### config.mk
export PLATFORM = sky130hd
export DESIGN_NAME = mem_access_unit_flat
export DESIGN_NICKNAME = d
export VERILOG_FILES = /design/src/rtl/mem_access_unit_if.sv /design/src/rtl/mem_access_unit.sv /design/src/flat_wrapper.sv
export SDC_FILE = /design/constraint.sdc
export NUM_CORES = 1
export LEC_CHECK = 0
export BUFFER_PORTS_ARGS = -buffer_cell sky130_fd_sc_hd__clkbuf_2
export CORE_UTILIZATION = 58
export DETAILED_ROUTE_END_ITERATION = 8
export GPL_TIMING_DRIVEN = 0
export PLACE_DENSITY_LB_ADDON = 0.12
export SKIP_LAST_GASP = 1
export SYNTH_ARGS = -nofsm -noshare
export SYNTH_HDL_FRONTEND = slang
export SYNTH_SLANG_ARGS = --single-unit
### constraint.sdc
create_clock -name clk -period 7.85 [get_ports clk]
set_clock_uncertainty 0.1 [all_clocks]
set_input_delay 0.785 -clock clk [delete_from_list [all_inputs] [get_ports clk]]
set_output_delay 0.785 -clock clk [all_outputs]
set_load 0.02 [all_outputs]
### src/rtl/mem_access_unit_if.sv
`default_nettype none
// ============================================================================
//  Module   : mem_access_unit_if
//  Purpose  : Request/response bus from the pipeline plus the word-wide data
//             port towards the unified memory block (AddressB/WriteData/
//             EnableWriteB/ReadDataB).
//  Revision : 1.0 - initial release
// ============================================================================
interface mem_access_unit_if;
    logic        req_valid;
    logic        req_ready;
    logic        req_write;
    logic [1:0]  req_size;
    logic        req_unsigned;
    logic [31:0] req_addr;
    logic [31:0] req_wdata;
    logic        resp_valid;
    logic        resp_err;
    logic [31:0] resp_rdata;
    logic [31:0] mem_addr;
    logic [31:0] mem_wdata;
    logic        mem_we;
    logic [31:0] mem_rdata;

    // Access unit side: accepts requests, drives the memory port
    modport slave (
        input  req_valid, req_write, req_size, req_unsigned, req_addr, req_wdata,
        input  mem_rdata,
        output req_ready, resp_valid, resp_err, resp_rdata,
        output mem_addr, mem_wdata, mem_we
    );

    // Pipeline/memory side
    modport master (
        output req_valid, req_write, req_size, req_unsigned, req_addr, req_wdata,
        output mem_rdata,
        input  req_ready, resp_valid, resp_err, resp_rdata,
        input  mem_addr, mem_wdata, mem_we
    );
endinterface
`default_nettype wire

### src/rtl/mem_access_unit.sv
`default_nettype none
// ============================================================================
//  Module   : mem_access_unit
//  Purpose  : Single-outstanding load/store initiator for the data port of the
//             unified memory. Handles byte/half/word accesses, sign/zero
//             extension on loads and read-modify-write for sub-word RAM stores.
//  Revision : 1.0 - initial release
// ============================================================================
module mem_access_unit #(
    parameter int          READ_LATENCY = 1,       // legal 1..4
    parameter logic [15:0] MMIO_TAG     = 16'hFFFF
) (
    input  wire logic clk,
    input  wire logic reset,
    mem_access_unit_if.slave bus
);

    localparam logic [2:0] c_IDLE  = 3'd0;
    localparam logic [2:0] c_READ  = 3'd1;
    localparam logic [2:0] c_MERGE = 3'd2;
    localparam logic [2:0] c_WRITE = 3'd3;
    localparam logic [2:0] c_RESP  = 3'd4;

    localparam logic [1:0] c_LAST_RD = 2'(READ_LATENCY - 1);

    logic [2:0]  state_q, state_d;
    logic [31:0] addr_q;
    logic [31:0] wdata_q;
    logic [1:0]  size_q;
    logic        write_q;
    logic        uns_q;
    logic        err_q;
    logic [1:0]  cnt_q;
    logic [31:0] word_q;    // outgoing store word (lane-placed or merged)
    logic [31:0] rdata_q;   // response data, held between responses

    // Right-justified store data moved to its byte lane, other lanes zero
    function automatic logic [31:0] f_place(input logic [31:0] d, input logic [1:0] size,
                                            input logic [1:0] lane);
        case (size)
            2'b00:   f_place = {24'd0, d[7:0]} << {lane, 3'b000};
            2'b01:   f_place = {16'd0, d[15:0]} << {lane[1], 4'b0000};
            default: f_place = d;
        endcase
    endfunction

    // Lanes written by a store of the given size
    function automatic logic [31:0] f_mask(input logic [1:0] size, input logic [1:0] lane);
        case (size)
            2'b00:   f_mask = 32'h0000_00FF << {lane, 3'b000};
            2'b01:   f_mask = 32'h0000_FFFF << {lane[1], 4'b0000};
            default: f_mask = 32'hFFFF_FFFF;
        endcase
    endfunction

    // Lane extraction plus sign/zero extension for loads
    function automatic logic [31:0] f_extend(input logic [31:0] w, input logic [1:0] size,
                                             input logic [1:0] lane, input logic uns);
        logic [7:0]  b;
        logic [15:0] h;
        b = w[{lane, 3'b000} +: 8];
        h = w[{lane[1], 4'b0000} +: 16];
        case (size)
            2'b00:   f_extend = uns ? {24'd0, b} : {{24{b[7]}}, b};
            2'b01:   f_extend = uns ? {16'd0, h} : {{16{h[15]}}, h};
            default: f_extend = w;
        endcase
    endfunction

    logic w_err_in;
    logic w_mmio_in;
    logic w_direct_wr;
    logic w_read_done;
    logic [31:0] w_mask;

    assign w_err_in    = (bus.req_size == 2'b11) ||
                         ((bus.req_size == 2'b01) && bus.req_addr[0]) ||
                         ((bus.req_size == 2'b10) && (bus.req_addr[1:0] != 2'b00));
    assign w_mmio_in   = (bus.req_addr[31:16] == MMIO_TAG);
    // Word stores and all MMIO stores skip the read half of read-modify-write
    assign w_direct_wr = bus.req_write && ((bus.req_size == 2'b10) || w_mmio_in);
    assign w_read_done = (state_q == c_READ) && (cnt_q == c_LAST_RD);
    assign w_mask      = f_mask(size_q, addr_q[1:0]);

    // State register; reset aborts any operation immediately
    always_ff @(posedge clk or posedge reset) begin
        if (reset) state_q <= c_IDLE;
        else       state_q <= state_d;
    end

    // Next-state decode
    always_comb begin
        state_d = state_q;
        case (state_q)
            c_IDLE: begin
                if (bus.req_valid) begin
                    if (w_err_in)         state_d = c_RESP;
                    else if (w_direct_wr) state_d = c_WRITE;
                    else                  state_d = c_READ;
                end
            end
            c_READ:  if (w_read_done) state_d = write_q ? c_MERGE : c_RESP;
            c_MERGE: state_d = c_WRITE;
            c_WRITE: state_d = c_IDLE;
            c_RESP:  state_d = c_IDLE;
            default: state_d = c_IDLE;
        endcase
    end

    // Request capture, read sampling, merge and response data
    always_ff @(posedge clk or posedge reset) begin
        if (reset) begin
            addr_q  <= '0;
            wdata_q <= '0;
            size_q  <= '0;
            write_q <= 1'b0;
            uns_q   <= 1'b0;
            err_q   <= 1'b0;
            cnt_q   <= '0;
            word_q  <= '0;
            rdata_q <= '0;
        end else begin
            case (state_q)
                c_IDLE: begin
                    if (bus.req_valid) begin
                        addr_q  <= bus.req_addr;
                        wdata_q <= bus.req_wdata;
                        size_q  <= bus.req_size;
                        write_q <= bus.req_write;
                        uns_q   <= bus.req_unsigned;
                        err_q   <= w_err_in;
                        cnt_q   <= '0;
                        word_q  <= f_place(bus.req_wdata, bus.req_size, bus.req_addr[1:0]);
                        // Stores and errors report zero data in their response cycle
                        if (w_err_in || w_direct_wr) rdata_q <= '0;
                    end
                end
                c_READ: begin
                    cnt_q <= cnt_q + 2'd1;
                    if (w_read_done) begin
                        if (write_q) word_q  <= bus.mem_rdata;
                        else         rdata_q <= f_extend(bus.mem_rdata, size_q, addr_q[1:0], uns_q);
                    end
                end
                c_MERGE: begin
                    word_q  <= (word_q & ~w_mask) | (f_place(wdata_q, size_q, addr_q[1:0]) & w_mask);
                    rdata_q <= '0;
                end
                default: ;
            endcase
        end
    end

    // Output decode from state
    always_comb begin
        bus.req_ready  = (state_q == c_IDLE);
        bus.resp_valid = (state_q == c_RESP) || (state_q == c_WRITE);
        bus.resp_err   = (state_q == c_RESP) && err_q;
        bus.resp_rdata = rdata_q;
        bus.mem_we     = (state_q == c_WRITE);
        bus.mem_addr   = (state_q == c_IDLE) ? 32'd0 : {addr_q[31:2], 2'b00};
        bus.mem_wdata  = (state_q == c_WRITE) ? word_q : 32'd0;
    end

endmodule
`default_nettype wire

### src/flat_wrapper.sv
// flat-port wrapper written by rule: the top's interface ports become plain ports
module mem_access_unit_flat 
#(
    parameter int          READ_LATENCY = 1,                    
    parameter logic [15:0] MMIO_TAG     = 16'hFFFF
)
  (clk, reset, bus_req_valid, bus_req_write, bus_req_size, bus_req_unsigned, bus_req_addr, bus_req_wdata, bus_mem_rdata, bus_req_ready, bus_resp_valid, bus_resp_err, bus_resp_rdata, bus_mem_addr, bus_mem_wdata, bus_mem_we);
  mem_access_unit_if bus_i ();
  input  wire logic clk;
  input  wire logic reset;
  input wire logic [$bits(bus_i.req_valid)-1:0] bus_req_valid;
  input wire logic [$bits(bus_i.req_write)-1:0] bus_req_write;
  input wire logic [$bits(bus_i.req_size)-1:0] bus_req_size;
  input wire logic [$bits(bus_i.req_unsigned)-1:0] bus_req_unsigned;
  input wire logic [$bits(bus_i.req_addr)-1:0] bus_req_addr;
  input wire logic [$bits(bus_i.req_wdata)-1:0] bus_req_wdata;
  input wire logic [$bits(bus_i.mem_rdata)-1:0] bus_mem_rdata;
  output wire logic [$bits(bus_i.req_ready)-1:0] bus_req_ready;
  output wire logic [$bits(bus_i.resp_valid)-1:0] bus_resp_valid;
  output wire logic [$bits(bus_i.resp_err)-1:0] bus_resp_err;
  output wire logic [$bits(bus_i.resp_rdata)-1:0] bus_resp_rdata;
  output wire logic [$bits(bus_i.mem_addr)-1:0] bus_mem_addr;
  output wire logic [$bits(bus_i.mem_wdata)-1:0] bus_mem_wdata;
  output wire logic [$bits(bus_i.mem_we)-1:0] bus_mem_we;
  assign bus_i.req_valid = bus_req_valid;
  assign bus_i.req_write = bus_req_write;
  assign bus_i.req_size = bus_req_size;
  assign bus_i.req_unsigned = bus_req_unsigned;
  assign bus_i.req_addr = bus_req_addr;
  assign bus_i.req_wdata = bus_req_wdata;
  assign bus_i.mem_rdata = bus_mem_rdata;
  assign bus_req_ready = bus_i.req_ready;
  assign bus_resp_valid = bus_i.resp_valid;
  assign bus_resp_err = bus_i.resp_err;
  assign bus_resp_rdata = bus_i.resp_rdata;
  assign bus_mem_addr = bus_i.mem_addr;
  assign bus_mem_wdata = bus_i.mem_wdata;
  assign bus_mem_we = bus_i.mem_we;
  mem_access_unit #(.READ_LATENCY(READ_LATENCY), .MMIO_TAG(MMIO_TAG)) u_core (.clk(clk), .reset(reset), .bus(bus_i));
endmodule
==> results of run 1 <==
==> power breakdown <==
| group | internal [mW] | switching [mW] |
|---|---|---|
| sequential | 1.02 | 0.229 |
| clock | 0.501 | 0.326 |
| combinational | 0.683 | 1.21 |
| total | 2.20 | 1.76 |
==> path summary, 6_finish.rpt <==
check,start,endpoint,slack (ns),cells past startpoint
hold / removal,reset,u_core.bus.resp_rdata[21]$_DFFE_PP0P_,0.25,2
min in group clk,u_core.addr_q[27]$_DFFE_PP0P_,u_core.addr_q[27]$_DFFE_PP0P_,0.37,2
hold reg to reg,u_core.addr_q[27]$_DFFE_PP0P_,u_core.addr_q[27]$_DFFE_PP0P_,0.37,2
setup reg to reg,u_core.state_q[1]$_DFFE_PP0P_,u_core.word_q[24]$_DFFE_PP0P_,5.49,7
setup / recovery,u_core.state_q[0]$_DFFE_PP0P_,bus_mem_wdata[29],4.54,5
max in group asynchronous,reset,u_core.wdata_q[4]$_DFFE_PP0P_,6.54,3
==> kinds of logic (layout without fill, tap and decap cells) <==
group / after synthesis / count (layout)
compound gates: 234 / 234
other cells: 1 / 2
simple gates: 484 / 484
fa+ha+maj: 1 / 1
buf+inv: 90 / 323
flops: 138 / 138
mux: 34 / 34
==> final cells by class <==
type | instances | area (um2)
tap | 180 | 225.2
buffer | 84 | 385.4
multi-input combinational | 755 | 4327
clock inverter | 14 | 171.4
timing repair buffer | 201 | 1028
inverter | 6 | 27.53
clock buffer | 18 | 429.2
sequential | 138 | 3453
fill | 1129 | 3780
==> per-stage QoR <==
stage	std cells	setup WS, ns	power (mW)	area, um2	hold slack (ns)
floorplan	983	3.269	2.490	8188	0.3379
global placement	1363	1.721	3.037	9414	0.3496
detailed placement	1364	5.053	3.076	9447	0.3540
CTS	1396	4.622	3.914	10050	0.2668
global route	1396	4.436	4.186	10050	0.2790
finish	1396	4.538	3.963	10050	0.2467
==> layout by cell type, fill, tap and decap left out, types with 15 or more instances in the layout <==
cell / count
buf_2: 27
nand3_1: 20
a31oi_1: 15
a21oi_1: 62
clkbuf_2: 202
o21ai_0: 49
nand2_1: 305
clkbuf_16: 17
mux2_4: 30
and3_1: 33
clkbuf_1: 46
dfrtp_1: 138
nor2b_1: 58
==> layer usage <==
layer  vias to the layer above  share of wire (%)  track usage [%]
met1                      3903                 39            51.81
met3                       117                 12            10.90
met2                       581                 44            58.80
met4                         0                5.0            19.83
met5                         -                  0                0
li1                       3862                  -                -
==> sequential cells by signal, indices dropped and copies added (netlist names) <==
register	cells
u_core.addr_q	32
u_core.bus.resp_rdata	32
u_core.cnt_q	2
u_core.err_q	1
u_core.size_q	2
u_core.state_q	3
u_core.uns_q	1
u_core.wdata_q	32
u_core.word_q	32
u_core.write_q	1
==> summary.md, run 1 <==
| Metric | Value |
|---|---|
| DRT Pass-1 Iters | 9 |
| Largest area contributor in the netlist | dfrtp_1 |
| Fmax | ~300 MHz |
| GPL Wtd Cong | ~1.0 |
| CP Launch Type | flip-flop |
| Slowest stage delay, CP | approximately 0.48 ns |
| Total leakage power | 5.042 nW |
| Crit share post-route | roughly 42% |
| Worst vdd ir | roughly 0.00027 V |
| CP top delay family | buffers and inverters |
| Remaining antenna violation count | 0 |
| Initial Utilization | approximately three fifths |
| Clock sink count | about 140 |
| Clock Pin Slew Worst Setup and Hold Paths | approximately 0.060 ns |
| GRT overflow | 0 |
| Synth top area share | a little over two fifths |
| Period minus WS final | 3.312 ns |
| Final core occ | 72.66% |
| Synthesized area per cell | 8.334 um2 |
| Crit. End Element | output port |
| CTS Buffer Depth | 2 |
| Detail-routed via count per cell | slightly above 6 |
| TNS Setup | 0 ns |
| Final #Nets | between 1000 and 1500 |
| Count of cell types in the netlist | 60 |
| Worst slew pin tran | roughly 0.63 ns |
| Most common cell on crit path | clkbuf_1 |
| Post_cts resized | 0 |
| Antenna violations before repair | 0 |
| Mux cell area share after synthesis | under 10% |
| Number of global-route vias before repair | ~7800 |
| Critical Path RT | between 6 and 7 ns |
| Die ar. | about 15000 um2 |
| Port buffer count | 200 |
| Cell Area, Synth | between 8000 and 9000 um2 |
| CP max stage cell | clkbuf_1 |
| Average routed wire per standard cell | a little under 20 um |
| Initial DRC count | 1117 |
| Max Cap Viol | 0 |
| Worst Path Max Fanout | 10 |
| Fraction of layout cells with a size suffix above 1 | 25.74% |
| Xor/xnor share of the synthesized area | 0% |
| Pwr dens | around 400 nW/um2 |
| Most common library cells after synthesis | 305 x nand2_1, 138 x dfrtp_1, 62 x a21oi_1 |
| Total wire length | between 20000 and 30000 um |
| Hold-fix buffers at CTS | 0 |
| Slew HR | roughly 57% |
| Simple-gate area share of the yosys netlist | between 20% and 30% |
| I/O pins | 203 |
| DRC Markers | 0 |
| H-tree Lvls | 4 |
| Clock Latency Late Sink | roughly 0.43 ns |
| Die width | roughly 120 um |
| Async SR Flop Fraction | between 90% and 100% |
| Synth Area in Compound Gates | a little under a fifth |
| DP Wirelength | slightly above 20000 um |
| Worst Hold Class | input pin to async pin |
| Most frequent cell after synthesis | nand2_1 |
| Critical Path AT | 2.43 ns |
| Root Buffer | clkbuf_16 |
| CP Class | flip-flop to output port |
| Seq cells post-synth | 138 |
| Ranking of synthesized cells by area | dfrtp_1 42%, nand2_1 14%, mux2_4 5.5% |
| Status | complete, no violations |
| Yosys warnings | 0 |
| Vias | about 8500 |
| TritonCTS buffer count | 17 |
| CP Buf/Inv Count | 4 |
| Die height | 120.8 um |
| First-pass GRT wire length | about 43000 um |
| RSZ-0062 raised after global routing | no |
| Synth Flop Type | dfrtp_1 |
| Area Growth Syn to Fin | 22.76% |
| CTS tree | done |
| Final hold violations | 0 |
| Core Region | between 10000 and 15000 um2 |
| Synth Area in Adders | 0.1529% |
| Gate Count Post-Synth | 982 |
| GRT Total Usage | about two fifths |
| Count of final setup violators | 0 |
| Post-synth EDFFs | 0 |
| Cell chain of the critical path | buf_2 -> clkbuf_1 -> clkbuf_1 -> and3_1 -> clkbuf_2 |
| Largest net degree at the start of global routing | between 90 and 100 |
| Slew Viols, Final | 0 |
| Setup Fix Bufs, Post-CTS | 0 |
| Ant diodes | 0 |
| Largest family of logic cells by synthesized area | simple AND/OR/NAND/NOR gates |
| Row cnt | 43 |
| Register area share after synthesis | roughly 42% |
Power figures use the tool's default switching activity.
==> inputs of run 2 (changes only) <==
- CORE_UTILIZATION: 58 -> 54
- clock period: 7.85 -> 3.2 ns (I/O delays scaled with it)
==> run 2 against run 1 <==
Effect of this change:
- the run now ends with design-rule violations left
- count of clock-buffer cells in the layout down 1
- sequential power grew 150%
- sequential cell count stayed put
- non-clock buffer count increased by 25
- final cell count up 2.1%
- sequential share of layout area is 0.73 points lower
- critical path depth is the same
- die area is 7.3% higher
- global-route usage down 1.8 points
- setup slack worse by 4.2 ns
- core utilization fell by 2.6 points
==> summary.md, run 2 (same netlist as run 1, synthesis figures left out) <==
| Metric | Value |
|---|---|
| Worst Hold Class | input pin to flip-flop |
| Ant diodes | 0 |
| Initial DRC count | ~1100 |
| Core Region | ~15000 um2 |
| GPL Wtd Cong | about 0.97 |
| Period minus WS final | between 2 and 3 ns |
| Final hold violations | 0 |
| CTS Buffer Depth | 2 |
| Critical Path RT | 2.78 ns |
| Worst R2R Start | u_core.state_q[1]$_DFFE_PP0P_ |
| CP Launch Type | flip-flop |
| HP Start | bus_req_wdata[20] |
| Hold endpoint | u_core.wdata_q[20]$_DFFE_PP0P_ |
| TNS Setup | 0 ns |
| DRC Markers | 22 |
| Row cnt | 44 |
| Pwr dens | roughly 940 nW/um2 |
| Crit. End Element | output port |
| Worst slew pin tran | slightly above 0.8 ns |
| Initial Utilization | between 50% and 60% |
| GRT Total Usage | a little under two fifths |
| Worst R2R Path Depth | 7 |
| Failing checks | design-rule violations |
| Total leakage power | a little over 5 nW |
| CTS tree | done |
| CP max stage cell | clkbuf_1 |
| Commonest non-fill, non-tap cell in the layout | nand2_1 |
| Die height | ~130 um |
| Die ar. | about 16000 um2 |
| DRT Pass-1 Iters | 9 |
| Crit share post-route | around nine tenths |
| Hold slack | between 0.005 and 0.006 ns |
| Inst Count DP | roughly 1400 |
| Most frequent cells in the layout | 305 x nand2_1, 202 x clkbuf_2, 138 x dfrtp_1 |
| Slew Viols, Final | 0 |
| GRT overflow | 0 |
| Slowest stage delay, CP | ~0.48 ns |
| Clock sink count | about 140 |
| DP Wirelength | 21100 um |
| Final #Nets | 1332 |
| Clock Latency Late Sink | approximately 0.43 ns |
| H-tree Lvls | 4 |
| Critical Path AT | about 2.5 ns |
| Root Buffer | clkbuf_16 |
| Fill count | about 1200 |
| Remaining antenna violation count | 0 |
| Fmax | 344.2 MHz |
| First-pass GRT wire length | 44650 um |
| Reg2Reg Setup Slack | roughly 0.80 ns |
| Largest net degree at the start of global routing | between 40 and 50 |
| Multi-input gate area | between 4000 and 5000 um2 |
| Final cell count without fillers | ~1400 |
| R2r endpoint | u_core.word_q[31]$_DFFE_PP0P_ |
| Average routed wire per standard cell | approximately 20 um |
| Worst vdd ir | roughly 0.00052 V |
| Area Growth Syn to Fin | 25.42% |
| CP Class | flip-flop to output port |
| Number of global-route vias before repair | about 8000 |
| Hold Path Depth | 3 |
| Post_cts resized | 0 |
| Clock Pin Slew Worst Setup and Hold Paths | around 0.070 ns |
| TritonCTS buffer count | 17 |
| Antenna violations before repair | 0 |
| Detail-routed via count per cell | between 5 and 6 |
| Worst Path Max Fanout | 10 |
| Slew HR | roughly 45% |
| I/O pins | between 200 and 250 |
| Count of final setup violators | 0 |
| Port buffer count | 200 |
| FF+latch area | 3453 um2 |
| Most common cell on crit path | clkbuf_1 |
| Die width | between 100 and 150 um |
| RSZ-0062 raised after global routing | no |
| Setup Fix Bufs, Post-CTS | 0 |
| Total wire length | ~29000 um |
| Vias | 8531 |
| Max Cap Viol | 0 |
| Hold-fix buffers at CTS | 23 |
| Cell chain of the critical path | buf_2 -> clkbuf_1 -> clkbuf_1 -> and3_1 -> clkbuf_2 |
| Status | finished with violations |
| Fraction of layout cells with a size suffix above 1 | 25.46% |
## run 2: changes by cell type in the layout (fill, tap and decap cells not counted)
cell	previous run	this run
buf_16	1	0
clkinv_4	3	1
inv_6	3	8
clkbuf_1	46	45
bufinv_16	3	0
inv_8	0	2
clkinv_2	3	2
dlygate4sd3_1	0	23
buf_12	0	3
## run 2: worst max-delay path, delay by kind of cell (launching register included)
kind,cells,cell delay [ns]
buf+inv,4,1.36
flops,1,0.46
simple gates,1,0.24
## run 2: worst max path at each step
| stage | startpoint | to | slack (ns) |
|---|---|---|---|
| 2_1_floorplan | reset | u_core.addr_q[0]$_DFFE_PP0P_ | 1.06 |
| 3_3_place_gp | reset | u_core.bus.resp_rdata[26]$_DFFE_PP0P_ | 0.20 |
| 3_5_place_dp | u_core.state_q[0]$_DFFE_PP0P_ | bus_mem_wdata[26] | 0.81 |
| 4_1_cts | u_core.state_q[0]$_DFFE_PP0P_ | bus_mem_wdata[26] | 0.36 |
| 5_1_grt | u_core.state_q[0]$_DFFE_PP0P_ | bus_mem_wdata[26] | 0.17 |
| 6_report | u_core.state_q[0]$_DFFE_PP0P_ | bus_mem_wdata[30] | 0.29 |
## run 2: layer usage
| layer | vias up | track usage, % | part of all wire, % |
|---|---|---|---|
| met4 | 0 | 19.94 | 5.0 |
| li1 | 3909 | - | - |
| met3 | 107 | 10.10 | 12 |
| met2 | 562 | 55.44 | 43 |
| met1 | 3953 | 50.14 | 40 |
| met5 | - | 0 | 0 |
## run 2: area by class of cell
class	instances	share of cell area (%)
multi-input combinational	755	42.15
sequential	138	33.64
timing repair buffer	226	12.58
clock buffer	17	4.144
buffer	84	3.754
tap	184	2.243
clock inverter	15	1.231
inverter	6	0.2560
## run 2: metrics by stage
| step | instance area [um2] | utilization [%] | total power, mW | worst slack (ns) |
|---|---|---|---|---|
| after floorplan | 8192 | - | 6.108 | 1.059 |
| after global placement | 9423 | 64.35 | 7.470 | 0.1986 |
| after detailed placement | 9483 | 64.76 | 7.565 | 0.8109 |
| after CTS | 10260 | 70.10 | 9.492 | 0.3613 |
| after global routing | 10260 | 70.10 | 10.18 | 0.1666 |
| final | 10260 | 70.10 | 9.611 | 0.2943 |
## run 2: report_power, final
| group | leakage [nW] | switching [mW] | internal (mW) | total (mW) |
|---|---|---|---|---|
| logic | 3.11 | 2.97 | 1.70 | 4.67 |
| clock network | 0.270 | 0.857 | 1.02 | 1.87 |
| registers | 1.76 | 0.577 | 2.49 | 3.07 |
| total | 5.13 | 4.40 | 5.21 | 9.61 |
==> inputs of run 3 (changes only) <==
- CORE_UTILIZATION: 54 -> 56
- CTS_BUF_LIST: unset -> sky130_fd_sc_hd__clkbuf_4 sky130_fd_sc_hd__clkbuf_8
==> run 3 against run 2 <==
Effect of this change:
- the run now ends clean
- via count grew 2.2%
- routed wire length is 0.15% higher
- count of clock-buffer cells in the layout rose by 1
- core utilization up 3.4 points
- setup slack better by 0.011 ns
- design area increased by 0.51%
- sequential share of layout area is 0.17 points lower
- global-route usage rose by 1.9 points
- combinational power barely moved
==> summary.md, run 3 (same netlist as run 1, synthesis figures left out) <==
| Metric | Value |
|---|---|
| Count of final setup violators | 0 |
| CTS tree | done |
| Crit share post-route | between 90% and 100% |
| Final cell count without fillers | between 1000 and 1500 |
| Max Cap Viol | 0 |
| Fraction of layout cells with a size suffix above 1 | about 25% |
| Crit. End Element | output port |
| Worst Hold Class | input pin to flip-flop |
| CP Class | flip-flop to output port |
| Final #Nets | between 1000 and 1500 |
| Final core occ | 73.47% |
| Ant diodes | 0 |
| Period minus WS final | between 2 and 3 ns |
| Worst slew pin tran | 0.6620 ns |
| Worst Path Max Fanout | 10 |
| Slew Viols, Final | 0 |
| FF+latch area | 3453 um2 |
| CTS Buffer Depth | 2 |
| Total wire length | approximately 29000 um |
| Area Growth Syn to Fin | 26.07% |
| Total power | between 9 and 10 mW |
| RSZ-0062 raised after global routing | no |
| DRT Pass-1 Iters | 7 |
| Critical Path RT | ~2.8 ns |
| Most frequent cells in the layout | 305 x nand2_1, 202 x clkbuf_2, 138 x dfrtp_1 |
| Pwr dens | around 900 nW/um2 |
| Die width | about 120 um |
| Status | complete, no violations |
| Core Region | roughly 14000 um2 |
| TNS Setup | 0 ns |
| Fill count | around 1100 |
| Total leakage power | just over 5 nW |
| Commonest non-fill, non-tap cell in the layout | nand2_1 |
| Row cnt | between 40 and 50 |
| Die ar. | between 15000 and 20000 um2 |
| Die height | around 120 um |
| CP Launch Type | flip-flop |
| DRC Markers | 0 |
| Clock Latency Late Sink | 0.46 ns |
| H-tree Lvls | 4 |
| Port buffer count | 200 |
| Hold slack | around 0.013 ns |
| DP Wirelength | about 21000 um |
| Critical Path AT | between 2 and 2.5 ns |
| TritonCTS buffer count | 17 |
| Fmax | 345.4 MHz |
| Antenna violations before repair | 0 |
| Clock Pin Slew Worst Setup and Hold Paths | 0.08 ns |
| Detail-routed via count per cell | between 6 and 7 |
| Inst Count DP | roughly 1400 |
| Multi-input gate area | around 4300 um2 |
| I/O pins | between 200 and 250 |
| Vias | 8721 |
| GRT overflow | 0 |
| Initial DRC count | slightly above 1000 |
| GPL Wtd Cong | 1.023 |
| Number of global-route vias before repair | between 7000 and 8000 |
| Initial Utilization | approximately three fifths |
| Average routed wire per standard cell | 19.89 um |
| Slew HR | 55.62% |
| Largest net degree at the start of global routing | ~40 |
| First-pass GRT wire length | approximately 44000 um |
| Remaining antenna violation count | 0 |
| Worst vdd ir | approximately 0.00055 V |
| Root Buffer | clkbuf_8 |
| Final hold violations | 0 |
| Clock sink count | about 140 |
| GRT Total Usage | 39.34% |
==> run 3: changes by cell type in the layout (fill, tap and decap cells not counted), moves of 2 or more <==
cell           before  now
inv_8               2    0
clkbuf_16          17    0
inv_6               8    3
clkinv_2            2    5
clkbuf_8            0   18
dlygate4sd3_1      23   47
==> run 3: report_power, final <==
part	internal, mW	switching, mW
clock network	0.635	0.730
logic	1.72	2.98
registers	2.49	0.564
==> run 3: worst max-delay path, stage by stage (launching register included) <==
cell and delay, ns:
dfrtp_1 0.47, buf_2 0.24, clkbuf_1 0.43, clkbuf_1 0.47
and3_1 0.25, clkbuf_2 0.17
==> run 3: layout make-up <==
| class | instances | share of cell area (%) |
|---|---|---|
| multi-input combinational | 755 | 41.94 |
| buffer | 84 | 3.735 |
| clock buffer | 18 | 2.401 |
| timing repair buffer | 250 | 14.84 |
| clock inverter | 14 | 1.176 |
| sequential | 138 | 33.47 |
| tap | 180 | 2.183 |
| inverter | 6 | 0.2547 |
==> run 3: path summary, 6_finish.rpt <==
path | startpoint | cells after the start | endpoint | slack [ns]
setup / recovery | u_core.state_q[0]$_DFFE_PP0P_ | 5 | bus_mem_wdata[27] | 0.31
hold / removal | bus_mem_rdata[12] | 3 | u_core.word_q[12]$_DFFE_PP0P_ | 0.01
setup reg to reg | u_core.state_q[1]$_DFFE_PP0P_ | 7 | u_core.word_q[24]$_DFFE_PP0P_ | 0.81
hold reg to reg | u_core.addr_q[26]$_DFFE_PP0P_ | 2 | u_core.addr_q[26]$_DFFE_PP0P_ | 0.38
max in group asynchronous | reset | 5 | u_core.bus.resp_rdata[10]$_DFFE_PP0P_ | 1.76
min in group asynchronous | reset | 3 | u_core.addr_q[27]$_DFFE_PP0P_ | 0.37
==> run 3: timing repair <==
action | in CTS | in global routing
gates resized for setup | 0 | 0
hold endpoints to repair | 69 | 0
buffers inserted | 0 | 0
hold buffers | 47 | 0
setup endpoints to repair | 0 | 0
==> run 3: stage by stage <==
step	worst slack [ns]	instance area (um2)
final	0.3051	10320
after global routing	0.2060	10320
after CTS	0.3523	10320
after detailed placement	0.8562	9478
after global placement	0.1729	9418
after floorplan	1.059	8192
==> run 3: layer usage <==
layer  GRT usage, %  vias to the layer above  share of wire, %
met2          59.48                      590                44
met4          18.60                        0               4.4
met1          52.74                     4073                41
li1               -                     3963                 -
met5              0                        -                 0
met3          10.24                       95                11
